## config.mk

```make
export PLATFORM = sky130hd
export DESIGN_NAME = double_to_sig16b
export DESIGN_NICKNAME = d
export VERILOG_FILES = /design/src/rtl/double_to_sig16b.sv
export SDC_FILE = /design/constraint.sdc
export NUM_CORES = 1
export LEC_CHECK = 0
export ABC_AREA = 1
export CORE_UTILIZATION = 44
export CTS_CLUSTER_DIAMETER = 100
export CTS_CLUSTER_SIZE = 25
export DETAILED_ROUTE_END_ITERATION = 8
export PLACE_DENSITY = 0.65
export SYNTH_ARGS = -nofsm -noshare
export SYNTH_HDL_FRONTEND = slang
export SYNTH_SLANG_ARGS = --single-unit
```

## constraint.sdc

```tcl
create_clock -name clk_operation -period 6.3 [get_ports clk_operation]
set_clock_uncertainty 0.1 [all_clocks]
set_input_delay 0.945 -clock clk_operation [delete_from_list [all_inputs] [get_ports clk_operation]]
set_output_delay 0.945 -clock clk_operation [all_outputs]
set_load 0.01 [all_outputs]
```

## src/rtl/double_to_sig16b.sv

```systemverilog
// double_to_sig16b: IEEE-754 double to saturating 16-bit signed fixed point, fixed 4-cycle latency
// Ports: clk_operation (clock), rst (sync, active-low), enable (start on rising edge), double (operand),
//        sig16b (result), ready (held until next start), overflow (saturated), invalid (NaN operand)
// Build option: define D2S_ROUND_NEAREST_EN to round half away from zero; otherwise truncate toward zero
module double_to_sig16b #(
  parameter int FRAC_BITS = 15
) (
  input  logic        clk_operation,
  input  logic        rst,
  input  logic        enable,
  input  logic [63:0] double,
  output logic [15:0] sig16b,
  output logic        ready,
  output logic        overflow,
  output logic        invalid
);
`ifdef D2S_ROUND_NEAREST_EN
  localparam logic RND = 1'b1;
`else
  localparam logic RND = 1'b0;
`endif
  localparam logic [2:0] IDLE = 3'd0, ALIGN = 3'd1, SHIFT = 3'd2, ROUND = 3'd3, DONE = 3'd4;
  logic [2:0] state;
  logic enable_d, pend, rise, start;
  logic [63:0] d_r;
  logic signed [11:0] s_c, s_r;
  logic zero_r, nan_r, sat_r, grd_r;
  logic [16:0] mag_r;
  logic [17:0] rnd_r, sh_c;
  logic [5:0] amt_c;
  logic [15:0] res_c;
  logic ovf_c;
  always_comb begin
    rise = enable && !enable_d;
    // a rise seen during DONE is held one cycle so it starts as soon as IDLE is reached
    start = state == IDLE && (rise || pend);
    s_c = 12'(int'(d_r[62:52]) - 1023 + FRAC_BITS);
    // shift leaves the guard bit in bit 0 and the integer magnitude above it
    amt_c = 6'(12'sd51 - s_r);
    sh_c = 18'({1'b1, d_r[51:0]} >> amt_c);
    ovf_c = sat_r || (d_r[63] ? rnd_r > 18'd32768 : rnd_r > 18'd32767);
    res_c = nan_r || zero_r ? 16'h0000 :
            ovf_c ? (d_r[63] ? 16'h8000 : 16'h7FFF) :
            d_r[63] ? 16'(-rnd_r) : rnd_r[15:0];
  end
  always_ff @(posedge clk_operation) begin
    if (!rst) begin
      state <= IDLE;
      enable_d <= 1'b0;
      pend <= 1'b0;
      sig16b <= 16'h0000;
      ready <= 1'b0;
      overflow <= 1'b0;
      invalid <= 1'b0;
    end else begin
      enable_d <= enable;
      pend <= rise && state == DONE;
      if (start) begin
        d_r <= double;
        ready <= 1'b0;
        overflow <= 1'b0;
        invalid <= 1'b0;
        state <= ALIGN;
      end else begin
        case (state)
          ALIGN: begin
            s_r <= s_c;
            nan_r <= &d_r[62:52] && |d_r[51:0];
            zero_r <= d_r[62:52] == 11'd0 || s_c < -12'sd2;
            sat_r <= !(&d_r[62:52] && |d_r[51:0]) && s_c > 12'sd16;
            state <= SHIFT;
          end
          SHIFT: begin
            mag_r <= sh_c[17:1];
            grd_r <= sh_c[0];
            state <= ROUND;
          end
          ROUND: begin
            rnd_r <= {1'b0, mag_r} + 18'(grd_r & RND);
            state <= DONE;
          end
          DONE: begin
            sig16b <= res_c;
            overflow <= !nan_r && !zero_r && ovf_c;
            invalid <= nan_r;
            ready <= 1'b1;
            state <= IDLE;
          end
          default: state <= IDLE;
        endcase
      end
    end
  end
endmodule

```

==> qor.yml, run 1 <==
run_status:
  status: "completed"
clock_network:
  cts_sinks: 131
  cts_hold_buf: 0
  cts_resized: 0
  htreeDepth: 4
  cts_tree: "built"
  cts_root_buffer: "clkbuf_16"
  clock_path_buffers: 2
  clk-insertion-delay-late_ps: 430
  post_cts_buffers: 0
  clk_pin_slew_worst_paths_ps: 60
  numCtsBuffers: 17
grt:
  grt_max_degree: 64
  grt_pass1_wl_mm: 30.3
  antenna_found_initial: 0
  grt_overflow_total: 0
  first_global_vias: 6156
  track_usage_pct: 22.1
cells_and_area:
  nNetsFinal: 1088
  final_common_cell: "nand2_1"
  mostFrequentLayoutCells: "313 x nand2_1, 107 x o21ai_0, 107 x edfxtp_1, 85 x clkdlybuf4s50_1, 78 x nand3_1"
  antenna_cells: 0
  drive_above_1_share_pct: 5.74
  area_growth_syn_to_layout_pct: 20.2
floorplanning:
  io_pins: 86
  die_area_um2: 17700
  die_h_um: 133
  initial_core_util_pct: 45.3
  rows: 47
  coreArea_um2: 16600
  die-width_um: 133
placed_design:
  place_hpwl_mm: 13.6
  gp_congestion: 0.922
  io_buffers: 85
critical_path:
  worst-setup-path-type: "reg2reg"
  end_kind: "flip-flop"
  start_kind: "flip-flop"
  arrival_ps: 3570
  cp.required_ps: 6490
  crit_fanout: 55
routing:
  drc_errors: 0
  ant_nets: 0
  routedWlPerCell_um: 14.9
  vias: 6522
  drt_iter0_markers: 498
  routed_via_density: 5.23
  finalWirelength_mm: 18.6
  first_pass_iters: 5
sta:
  rsz0062_at_grt: "false"
  fmax_mhz: 296
  fin_tns_setup_ps: 0
  setup_violations: 0
  whs_ps: 317
  period_share_pct: 53.6
  period_needed_ps: 3380
  maxSlewHeadroom_pct: 29.2
  hold_viol_final: 0
  slew_violations: 0
  tightest_slew_ps: 1060
power:
  vdd.ir_drop.worst_uv: 185
  switching_share_pct: 24.9
  power.density_nw_per_um2: 235
  p_int_w: 0.00160
  pwr-share-seq_pct: 46.3
  combPwrFrac_pct: 10.1
  finalPower_w: 0.00213
  power_leakage_nw: 3.55
  pwr-share-clk_pct: 43.6
  p_sw_w: 0.000531
yosys:
  ys_seq_elements: 131
  synth.distinct_cells: 44
  synth_area_um2: 7530
  ys.warnings.count: 0
  synth_cells: 949
  ys_seq_area_share_pct: 49.0
  synth_nets: 1023
  synth_top_flop_cell: "edfxtp_1"
  synth_edf_count: 107
  synthArstFlopShare_pct: 0
  synth_area_per_cell_um2: 7.94
run:
  drv_cap: 0
worst_hold_path:
  hp-class: "reg2reg"
cell usage after synthesis, drive strengths merged (7+ instances only):
cell type	number	area [um2]
nor3	7	40.0
inv	75	282
a21oi	31	155
clkbuf	11	42.5
xor2	9	78.8
nand4	18	113
nor2	61	263
nand2	315	1190
dfxtp	24	480
edfxtp	107	3210
o21ai	118	594
nor4	13	81.3
ha	7	87.6
buf	36	194
o211ai	8	60.1
nand3	78	390
sequential cells by signal, summed over array words and instances (netlist names):
register,flops
mag_r,17
s_r,6
pend,1
rnd_r,17
d_r,64
overflow,1
invalid,1
sig16b,16
nan_r,1
sat_r,1
enable_d,1
state,3
ready,1
zero_r,1
cell type report:
| cell class | instances | area (um2) |
|---|---|---|
| clock buffers | 20 | 469 |
| clock inverters | 12 | 92.6 |
| fillers | 1579 | 7590 |
| inverters | 75 | 282 |
| multi-input cells | 696 | 3330 |
| flip-flops and latches | 131 | 3690 |
| well taps | 220 | 275 |
| repair buffers | 93 | 911 |
kinds of logic after synthesis:
group | count (synthesis) | share of synthesized area [%]
buffers and inverters | 122 | 6.87
AO/OA/AOI/OAI | 173 | 12.6
adder cells (fa/ha/maj) | 7 | 1.16
AND/OR/NAND/NOR | 498 | 28.0
XOR/XNOR | 15 | 1.94
flip-flops | 131 | 49.0
multiplexers | 3 | 0.399
power by group through the flow:
stage / sequential [W] / clock (W) / combinational, W
3_5_place_dp: 0.00100 / 0 / 0.000213
2_1_floorplan: 0.00100 / 0 / 0.000134
4_1_cts: 0.000987 / 0.000951 / 0.000214
3_3_place_gp: 0.00100 / 0 / 0.000211
6_report: 0.000987 / 0.000929 / 0.000215
5_1_grt: 0.000990 / 0.000986 / 0.000241
final timing paths:
path	startpoint	end	slack (ps)	cells past startpoint
max	s_r[2]	mag_r[15]	2920	9
min	mag_r[5]	rnd_r[5]	320	0
max reg2reg	s_r[2]	mag_r[15]	2920	9
min reg2reg	mag_r[5]	rnd_r[5]	320	0
worst max-delay path: stages, from the launching register on:
cell and delay [ps]:
edfxtp_1 320, buf_4 430, inv_2 430, ha_1 570
inv_1 140, nor2_1 830, nand2_1 150, nand4_1 130
nand2_1 50, nand2_1 70
stage by stage:
step	worst slack, ps	util, %	cell area, um2	cells
2_1_floorplan	1700	-	7530	949
5_1_grt	2640	54.4	9050	1247
4_1_cts	2970	54.4	9050	1247
3_3_place_gp	3040	51.0	8490	1215
3_5_place_dp	2980	51.0	8490	1215
6_report	2920	54.4	9050	1247
layer usage:
layer  part of all wire (%)  track usage, %
met1                     46            29.1
met2                     47            35.8
met3                    5.2            5.13
met4                    1.8            7.34
met5                      0               0
Power figures use the tool's default switching activity.
==> inputs of run 2 (changes only) <==
Settings changed: PLACE_DENSITY 0.65 to 0.68.
Clock period 6.3 ns to 2.95 ns, I/O delays scaled along.
==> run 2 against run 1 <==
Via count grew 0.61%. Clock power grew 120%. Combinational power grew 120%. Non-clock buffer count grew 11. Clock-buffer cell count grew 2.
==> qor.yml, run 2 (synthesis gave the netlist of run 1 again) <==
run_status:
  status: "completed"
clock_network:
  htreeDepth: 4
  cts_hold_buf: 0
  cts_tree: "built"
  clock_path_buffers: 2
  clk_pin_slew_worst_paths_ps: 60
  clk-insertion-delay-late_ps: 420
  cts_sinks: 131
  numCtsBuffers: 17
  cts_root_buffer: "clkbuf_16"
  cts_resized: 0
  post_cts_buffers: 0
floorplanning:
  coreArea_um2: 16600
  io_pins: 86
  initial_core_util_pct: 45.3
  die_area_um2: 17700
  die_h_um: 133
  rows: 47
  die-width_um: 133
critical_path:
  cpPeakStageDelay_ps: 440
  worst_path_max_delay_cell: "nor2_2"
  worstSetupEndpoint: "mag_r[7]"
  startpoint: "s_r[2]"
  reg2reg_setup_slack_ps: 490
  regToRegEndpoint: "mag_r[7]"
  r2r-start: "s_r[2]"
  crit_fanout: 19
  worst-setup-path-type: "reg2reg"
  path_cells: "inv_2, ha_1, xnor2_2, inv_2, nor2_8, inv_1, nor2_2, a22o_1, inv_1, nand2_1"
  start_kind: "flip-flop"
  arrival_ps: 2640
  end_kind: "flip-flop"
  r2r_cells: 10
  cp.required_ps: 3130
routing:
  vias: 6562
  first_pass_iters: 5
  routed_via_density: 5.22
  finalWirelength_mm: 18.0
  drc_errors: 0
  ant_nets: 0
  drt_iter0_markers: 507
  routedWlPerCell_um: 14.3
cells_and_area:
  top_regs: "d_r: 64 flops, mag_r: 17 flops, rnd_r: 17 flops"
  fillCellCount: 1531
  final_common_cell: "nand2_1"
  area_growth_syn_to_layout_pct: 22.1
  drive_above_1_share_pct: 6.65
  antenna_cells: 0
  largest_reg_flops: 64
  nNetsFinal: 1099
  mostFrequentLayoutCells: "313 x nand2_1, 107 x o21ai_0, 107 x edfxtp_1, 85 x clkdlybuf4s50_1, 78 x nand3_1"
  top_register: "d_r"
sta:
  hold_viol_final: 0
  fin_tns_setup_ps: 0
  setup_violations: 0
  tightest_slew_ps: 790
  period_share_pct: 83.4
  fmax_mhz: 407
  rsz0062_at_grt: "false"
  slew_violations: 0
  maxSlewHeadroom_pct: 47.3
  period_needed_ps: 2460
grt:
  track_usage_pct: 21.4
  grt_max_degree: 75
  first_global_vias: 6164
  grt_overflow_total: 0
  grt_pass1_wl_mm: 29.9
  antenna_found_initial: 0
placed_design:
  place_hpwl_mm: 13.5
  io_buffers: 85
  gp_congestion: 0.963
power:
  p_int_w: 0.00350
  power.density_nw_per_um2: 504
  pwr-share-clk_pct: 44.3
  switching_share_pct: 24.4
  power_leakage_nw: 3.63
  combPwrFrac_pct: 10.3
  finalPower_w: 0.00464
  pwr-share-seq_pct: 45.4
  p_sw_w: 0.00113
  vdd.ir_drop.worst_uv: 397
worst_hold_path:
  hp-class: "reg2reg"
run:
  drv_cap: 0
-- run 2: cell count changes in the layout (fill, tap and decap cells not counted), moves of 2 or more --
cell / previous run / this run
buf_4: 8 / 16
buf_12: 0 / 3
clkinv_4: 3 / 0
inv_6: 5 / 7
-- run 2: how the worst min path moves through the flow --
| stage | cells after the start | slack (ps) | to | startpoint |
|---|---|---|---|---|
| floorplan | 0 | 300 | rnd_r[0] | mag_r[0] |
| global placement | 0 | 300 | rnd_r[1] | mag_r[1] |
| detailed placement | 0 | 300 | rnd_r[14] | mag_r[14] |
| CTS | 0 | 320 | rnd_r[14] | mag_r[14] |
| global route | 0 | 330 | rnd_r[0] | mag_r[0] |
| finish | 0 | 320 | rnd_r[14] | mag_r[14] |
-- run 2: power by group through the flow --
stage,Clock [W],Sequential [W],Combinational [W]
4_1_cts,0.00209,0.00211,0.000475
5_1_grt,0.00217,0.00211,0.000534
6_report,0.00205,0.00211,0.000477
2_1_floorplan,0,0.00213,0.000288
3_5_place_dp,0,0.00214,0.000473
3_3_place_gp,0,0.00214,0.000468
-- run 2: final cells by class --
cell class              instances  area (um2)  share of cell area (%)
inverters                      75         282                    3.06
clock inverters                10        77.6                   0.844
clock buffers                  22         507                    5.51
well taps                     220         275                    2.99
multi-input cells             696        3330                    36.2
flip-flops and latches        131        3690                    40.2
repair buffers                104        1030                    11.2
-- run 2: per-layer routing --
layer	vias up	GRT usage [%]	part of all wire [%]
li1	3366	-	-
met1	2963	29.3	47
met2	202	33.2	45
met3	31	4.71	5.2
met4	0	7.98	2.3
met5	-	0	0
-- run 2: critical path: cells and delay by family (launching register included) --
family | cells | cell delay (ps)
AOI/OAI and AO/OA | 1 | 220
xor gates and xnor gates | 1 | 290
adders and majority gates | 1 | 200
buffers and inverters | 4 | 340
DFF | 1 | 380
and+or+nand+nor | 3 | 770
-- run 2: metrics by stage --
stage | instances | worst slack [ps] | hold slack, ps | util (%) | instance area [um2]
finish | 1258 | 490 | 316 | 55.3 | 9200
global placement | 1226 | 433 | 302 | 51.7 | 8610
detailed placement | 1226 | 411 | 305 | 51.7 | 8610
CTS | 1258 | 514 | 318 | 55.3 | 9200
global route | 1258 | 332 | 325 | 55.3 | 9200
floorplan | 949 | 602 | 300 | - | 7540
